<file path="src/rtl/multicycle_sequencer.sv">
// rtl/multicycle_sequencer.sv - multi-cycle FETCH/DECODE/EXECUTE/WRITEBACK control sequencer
module multicycle_sequencer #(
    parameter int SHIFT_CYCLES = 4,
    parameter int CNT_WIDTH    = 16
) (
    input  logic                 clk,
    input  logic                 reset_n,
    input  logic                 start,
    input  logic                 imem_valid,
    input  logic [31:0]          imem_rdata,
    output logic                 imem_req,
    output logic                 ir_load,
    output logic                 pc_inc,
    output logic                 instruction_class,
    output logic [3:0]           alu_control,
    output logic                 shift,
    output logic                 alu_en,
    output logic                 reg_write,
    output logic                 illegal,
    output logic                 busy,
    output logic                 halted,
    output logic [CNT_WIDTH-1:0] instr_count
);

    localparam int XW = (SHIFT_CYCLES > 1) ? $clog2(SHIFT_CYCLES) : 1;
    localparam logic [XW-1:0]        XCNT_SHIFT = XW'(SHIFT_CYCLES - 1);
    localparam logic [CNT_WIDTH-1:0] CNT_MAX    = '1;

    localparam logic [5:0] OP_RTYPE = 6'b000000;
    localparam logic [5:0] OP_HALT  = 6'b111111;

    typedef enum logic [2:0] {
        S_IDLE,
        S_FETCH,
        S_DECODE,
        S_EXECUTE,
        S_WRITEBACK,
        S_HALT
    } state_t;

    typedef struct packed {
        logic       is_halt;
        logic       is_illegal;
        logic       cls;
        logic [3:0] alu;
        logic       sh;
    } dec_t;

    state_t                 state;
    state_t                 state_next;
    logic [31:0]            ir;
    logic [XW-1:0]          exec_cnt;
    dec_t                   rdata_dec;
    dec_t                   ir_dec;
    logic                   ir_unused;

    function automatic dec_t decode(input logic [31:0] word);
        dec_t d;
        d = '0;
        if (word[31:26] == OP_RTYPE) begin
            case (word[5:0])
                6'b100000: d.alu = 4'b0010;
                6'b100010: d.alu = 4'b0100;
                6'b100100: d.alu = 4'b0000;
                6'b100101: d.alu = 4'b0001;
                6'b000000: begin
                    d.alu = 4'b1000;
                    d.sh  = 1'b1;
                end
                6'b000010: begin
                    d.alu = 4'b1001;
                    d.sh  = 1'b1;
                end
                default:   d.is_illegal = 1'b1;
            endcase
        end else if (word[31:26] == OP_HALT) begin
            d.is_halt = 1'b1;
        end else begin
            d.cls = 1'b1;
            d.alu = 4'b0010;
        end
        return d;
    endfunction

    assign rdata_dec = decode(imem_rdata);
    assign ir_dec    = decode(ir);

    // Only opcode and funct steer control; the operand fields belong to the datapath.
    assign ir_unused = ^ir[25:6];

    always_ff @(posedge clk or negedge reset_n) begin
        if (!reset_n) begin
            state <= S_IDLE;
        end else begin
            state <= state_next;
        end
    end

    always_comb begin
        state_next = state;
        case (state)
            S_IDLE: begin
                if (start) state_next = S_FETCH;
            end
            S_FETCH: begin
                if (imem_valid) state_next = S_DECODE;
            end
            S_DECODE: begin
                if (ir_dec.is_halt)         state_next = S_HALT;
                else if (ir_dec.is_illegal) state_next = S_FETCH;
                else                        state_next = S_EXECUTE;
            end
            S_EXECUTE: begin
                if (exec_cnt == '0) state_next = S_WRITEBACK;
            end
            S_WRITEBACK: begin
                state_next = S_FETCH;
            end
            S_HALT: begin
                if (start) state_next = S_FETCH;
            end
            default: state_next = S_IDLE;
        endcase
    end

    always_comb begin
        imem_req  = 1'b0;
        ir_load   = 1'b0;
        pc_inc    = 1'b0;
        alu_en    = 1'b0;
        reg_write = 1'b0;
        illegal   = 1'b0;
        busy      = 1'b0;
        halted    = 1'b0;
        case (state)
            S_FETCH: begin
                imem_req = 1'b1;
                ir_load  = imem_valid;
                busy     = 1'b1;
            end
            S_DECODE: begin
                busy    = 1'b1;
                illegal = ir_dec.is_illegal;
                pc_inc  = ir_dec.is_illegal | ir_dec.is_halt;
            end
            S_EXECUTE: begin
                busy   = 1'b1;
                alu_en = 1'b1;
            end
            S_WRITEBACK: begin
                busy      = 1'b1;
                reg_write = 1'b1;
                pc_inc    = 1'b1;
            end
            S_HALT: begin
                halted = 1'b1;
            end
            default: begin
                busy = 1'b0;
            end
        endcase
    end

    // Decode results are captured with the IR so they are already valid during DECODE;
    // halt and illegal words leave the previous ALU setup in place.
    always_ff @(posedge clk or negedge reset_n) begin
        if (!reset_n) begin
            ir                <= '0;
            instruction_class <= 1'b0;
            alu_control       <= 4'b0000;
            shift             <= 1'b0;
        end else if (ir_load) begin
            ir <= imem_rdata;
            if (!rdata_dec.is_halt && !rdata_dec.is_illegal) begin
                instruction_class <= rdata_dec.cls;
                alu_control       <= rdata_dec.alu;
                shift             <= rdata_dec.sh;
            end
        end
    end

    always_ff @(posedge clk or negedge reset_n) begin
        if (!reset_n) begin
            exec_cnt <= '0;
        end else if (state == S_DECODE) begin
            exec_cnt <= ir_dec.sh ? XCNT_SHIFT : '0;
        end else if (state == S_EXECUTE && exec_cnt != '0) begin
            exec_cnt <= exec_cnt - XW'(1);
        end
    end

    always_ff @(posedge clk or negedge reset_n) begin
        if (!reset_n) begin
            instr_count <= '0;
        end else if (state == S_WRITEBACK && instr_count != CNT_MAX) begin
            instr_count <= instr_count + CNT_WIDTH'(1);
        end
    end

endmodule

</file>
<file path="config.mk">
export PLATFORM = sky130hd
export DESIGN_NAME = multicycle_sequencer
export DESIGN_NICKNAME = d
export VERILOG_FILES = /design/src/rtl/multicycle_sequencer.sv
export SDC_FILE = /design/constraint.sdc
export NUM_CORES = 1
export LEC_CHECK = 0
export ABC_AREA = 1
export ABC_CLOCK_PERIOD_IN_PS = 3790
export BUFFER_PORTS_ARGS = -buffer_cell sky130_fd_sc_hd__buf_2
export CORE_AREA = 5 5 93 95
export DETAILED_ROUTE_END_ITERATION = 10
export DIE_AREA = 0 0 98 100
export HOLD_SLACK_MARGIN = 0.08
export SLEW_MARGIN = 15
export SYNTH_ARGS = -nofsm -noshare
export SYNTH_HDL_FRONTEND = slang
export SYNTH_SLANG_ARGS = --single-unit
</file>
<file path="constraint.sdc">
create_clock -name clk -period 3.79 [get_ports clk]
set_input_delay 0.379 -clock clk [delete_from_list [all_inputs] [get_ports clk]]
set_output_delay 0.379 -clock clk [all_outputs]
set_load 0.02 [all_outputs]
</file>
**After elaboration in Yosys (flattened, before gate mapping)**

Index checks and enable logic that the tools add are counted.

- Mux-type cells: 33
- Add/subtract/negate cells: 2
- Eq/ne operators: 21
- Reductions and logical operators: 21
- Bitwise logic cells: 1

Operator list:

| operator | count |
|---|---|
| $eq A6 B6 Y1 const B | 10 |
| $logic_not A6 Y1 | 4 |
| $mux W1 | 20 |
| $pmux W4 S5 | 1 |
| $add A16 B1 Y16 const B | 1 |
| $ne A16 B16 Y1 const B | 1 |
| $pmux W3 S5 | 1 |
| $eq A6 B2 Y1 const B | 2 |
| $mux W3 | 4 |
| $reduce_or A6 Y1 | 2 |
| $mux W2 | 4 |
| $eq A3 B2 Y1 const B | 2 |
| $eq A3 B3 Y1 const B | 2 |
| $reduce_or A2 Y1 | 3 |
| $mux W5 | 1 |
| $mux W4 | 1 |
| $ne A2 B2 Y1 const B | 2 |
| $reduce_bool A2 Y1 | 2 |
| $reduce_or A4 Y1 | 1 |
| $eq A3 B1 Y1 const B | 1 |
| $logic_and A1 B1 Y1 | 3 |
| $logic_not A3 Y1 | 1 |
| $reduce_and A3 Y1 | 1 |
| $logic_not A1 Y1 | 2 |
| other kinds (6) | 6 |

- Bits of input ports: 36
- Register bits after elaboration: 59
- Output and inout port bits: 30

**Longest topological paths before layout**

- Depth in word-level cells: 7
- Mapped depth: 11
- Mapped depth without buffers: 10

**Least setup slack after synthesis**

No wires, ideal clock.

- Path type: register to output
- From: reg state[0]
- To: out pc_inc
- Required time: 3411 ps
- Path buffers: 0
- Slack: 2109 ps
- Cell stages (with the launch flop): 7
- Data arrival time: 1302 ps
- Cells stage by stage: dfrtp_1 -> inv_1 -> nand2_1 -> nor2_1 -> inv_1 -> o21ai_0 -> or2_2

- Longest elaborated chain between the ends: 2
- Elaborated cells on any way between the ends: 3
- Classes of those cells: eq/ne: 2; mux: 1

RTL lines:

| what | RTL line | RTL |
|---|---|---|
| from (decl) | 49 | `state_t state;` |
| from (signal assigned) | 95 | `state <= state_next;` |
| $eq A3 B3 Y1 or $eq A3 B2 Y1 (tied branches) | 135 | `case (state)` |
| $pmux W1 S2 * | 135 |  |
| to (decl) | 13 | `output logic pc_inc,` |

Mark *: on every way between the ends. The rest lies on a longest branch, timed or not.

**Final worst setup path**

- From: reg instr_count[0]
- To: reg instr_count[9]

- Longest elaborated chain between the ends: 2
- Elaborated cells on any way between the ends: 3
- Classes of those cells: add/sub: 1; eq/ne: 1; reduce/logical: 1

RTL lines:

| what | RTL line | RTL |
|---|---|---|
| from (decl) | 22 | `output logic [CNT_WIDTH-1:0] instr_count` |
| from (signal assigned) | 196 | `instr_count <= instr_count + CNT_WIDTH'(1);` |
| branches (longest 2 deep; another with $add A16 B1 Y16) | - |  |

Several ways; the timed one is not identified.
A chain may end at the register's enable or synchronous reset.

==> results.ini <==
[grt]
grt_start_max_net_pins = 40
antenna_found_initial = 0
globalRouteOverflowTotal = 0
grt.total_usage_pct = 11.5
first_pass_grt_wire_length_mm = 9.43
first_global_vias = 2181

[critical_path]
worst_r2r_path_depth = 10
critPathBufInv = 3
rr_startpoint = instr_count[0]
cp_slowest_stage_delay_ps = 410
cp-startpoint = instr_count[0]
cpMaxStageDelayCell = dfrtp_1
end_kind = register
cp.required_ps = 3980
setup.worst_path.class = register to register
cp_max_fo = 20
cp.arrival_ps = 2250
crit_chain = ha_1, nand3_2, inv_1, nand2_2, clkinv_1, nand3_2, nand2_2, inv_1, nand2_1, nand2_1
critical-path-top-delay-family = simple AND/OR/NAND/NOR gates
total_number_of_cells_along_the_worst_setup_path = 10
crit-reg2reg-capture = instr_count[9]
setup.reg_to_reg.worst_slack_ps = 1730
critical_path.endpoint = instr_count[9]
critPathLaunchType = register

[yosys]
synth_top_area_cell = dfrtp_1
seq_area_frac_synth_pct = 43.4
post_synth_inst_count = 312
synth_cell_types = 32
synth.area.top_cells = dfrtp_1 (43%), nand2_1 (18%), nor2_1 (7.7%)
postSynthRegisterBits = 39
synthesis.nets = 350
synthesis.area_per_instance_um2 = 7.21
summed_instance_area_of_the_synthesized_netlist_um2 = 2250
synth_top_area_share_pct = 43.4
yosys_warnings = 0

[drt]
route.detailed.wl_per_inst_um = 11.1
antenna_viol_nets_final = 0
drc_violation_count_after_routing = 0
vias_per_cell = 4.53
detail_route.first_pass.iterations = 4
routed-via-count = 2094
dr.first_iter.drc_count = 78
drt-total-wl_mm = 5.12

[job]
maxCapViolations = 0

[sta]
final_total_negative_setup_slack_ps = 0
fin_worst_hold_slack_ps = 206
final-hold-violation-count = 0
unrepaired_setup_endpoints_after_global_routing = no
finClkSkew_ps = 7.34
setup-violations-final = 0
max_freq_mhz = 485
post-route-min-period_ps = 2060
worst_pin_slew_ps = 898
maxSlewHeadroom_pct = 40.2
setup_slack_ps = 1730
slew_viol_final = 0
min_period_over_period_pct = 54.4

[cts]
postCtsSetupBuffers = 0
post_cts_resized = 0
htree_levels = 2
clk_root_buffer_cell = clkbuf_8
worstSkewPairLatency_ps = 290
cts_hold_repair.buffers = 0
clkSlewWorstSetupHoldPaths_ps = 80
clock-sinks = 39
max-clock-path-buffers = 2
tritoncts_clock_tree = built
cts_made_buffers = 5

[finish]
stdcell_count = 462
final_layout_size_suffix_gt1_share_pct = 18.6
layout_common_cells = nand2_1 (109), nor2_1 (46), buf_2 (45)
final.fill_count = 855
insertedDiodeCount = 0
layout.cells.most_common = nand2_1
layout.nets = 397
area_growth_pct = 18.0

[run_status]
outcome = finished, final reports clean

[floorplanning]
row_count = 32
floorplan.initialDensity_pct = 29.4
design.core.area_um2 = 7650
floorplan.die.height_um = 100
die-width_um = 98
io_pins = 66
die-area_um2 = 9800

[place]
estimated_wirelength_of_the_detail_placed_design_mm = 3.92
post_placement_cell_count = 454
io_buffer_count = 45
pre_cts_slack_ps = 1730
place.gp.congestion = 0.807

[min_path]
worstHoldPathType = input pin to async pin

[power_and_ir_drop]
post-layout-total-power_mw = 1.53
power.ir.vdd_worst_uv = 217
leakagePower_nw = 1.37
pwr_density_cell_nw_per_um2 = 577

==> worst reg2reg max path: stages (launching register included) <==
cell and delay [ps]:
dfrtp_1 410, ha_1 290, nand3_2 120, inv_1 120
nand2_2 70, clkinv_1 50, nand3_2 60, nand2_2 330
inv_1 310, nand2_1 140, nand2_1 50
==> layout make-up <==
| cell class | instances | area [um2] | share of cell area [%] |
|---|---|---|---|
| well taps | 102 | 128 | 4.80 |
| multi-input cells | 238 | 1110 | 41.9 |
| flip-flops and latches | 39 | 976 | 36.7 |
| repair buffers | 45 | 225 | 8.48 |
| clock buffers | 8 | 100 | 3.77 |
| inverters | 30 | 115 | 4.33 |
==> through the flow <==
stage | util (%) | instance area [um2]
finish | 34.7 | 2660
global route | 34.7 | 2660
CTS | 34.7 | 2660
detailed placement | 33.4 | 2560
global placement | 33.4 | 2560
floorplan | - | 2250
==> synth_stat cells <==
cell	n
clkbuf_1	1
nor2_4	1
nor2_1	46
nor2_2	1
nor3_1	6
xor2_1	3
buf_2	1
inv_4	1
nor3_2	1
inv_2	1
o21bai_1	1
a31oi_1	1
nand2_4	2
buf_12	1
nand2_1	109
buf_4	1
and3_1	1
ha_1	2
nand4_1	4
a21oi_1	3
dfrtp_1	39
inv_1	27
or2_2	1
nand2_2	5
and2_0	1
clkinv_1	1
nand3_1	23
a22oi_1	2
nand3_2	2
xnor2_1	8
buf_6	1
o21ai_0	15
==> sequential cells by signal, summed over array words and instances (netlist names) <==
signal	cells
alu_control	4
exec_cnt	2
instr_count	16
instruction_class	1
ir	12
shift	1
state	3
==> worst min-delay path by stage <==
stage | startpoint | end | slack [ps]
after global placement | alu_control[3] | alu_control[3] | 460
after detailed placement | alu_control[3] | alu_control[3] | 460
after CTS | reset_n | instr_count[1] | 230
after global routing | reset_n | instr_count[1] | 300
after floorplan | reset_n | alu_control[0] | 80
final | reset_n | instr_count[1] | 210
==> power breakdown <==
part           switching (mW)  internal, mW
registers              0.0990         0.533
clock network           0.143         0.166
logic                   0.385         0.207
==> layer usage <==
metal / GRT usage (%) / share of wire [%]
met1: 13.6 / 45
met2: 19.3 / 45
met3: 3.34 / 7.8
met4: 5.11 / 1.7
met5: 0 / 0
==> cells by family after synthesis <==
| family | synth area share [%] |
|---|---|
| XOR/XNOR | 4.28 |
| adder cells (fa/ha/maj) | 1.11 |
| AO/OA/AOI/OAI | 5.28 |
| buffers and inverters | 7.23 |
| flip-flops | 43.4 |
| AND/OR/NAND/NOR | 38.7 |
Power figures use the tool's default switching activity.
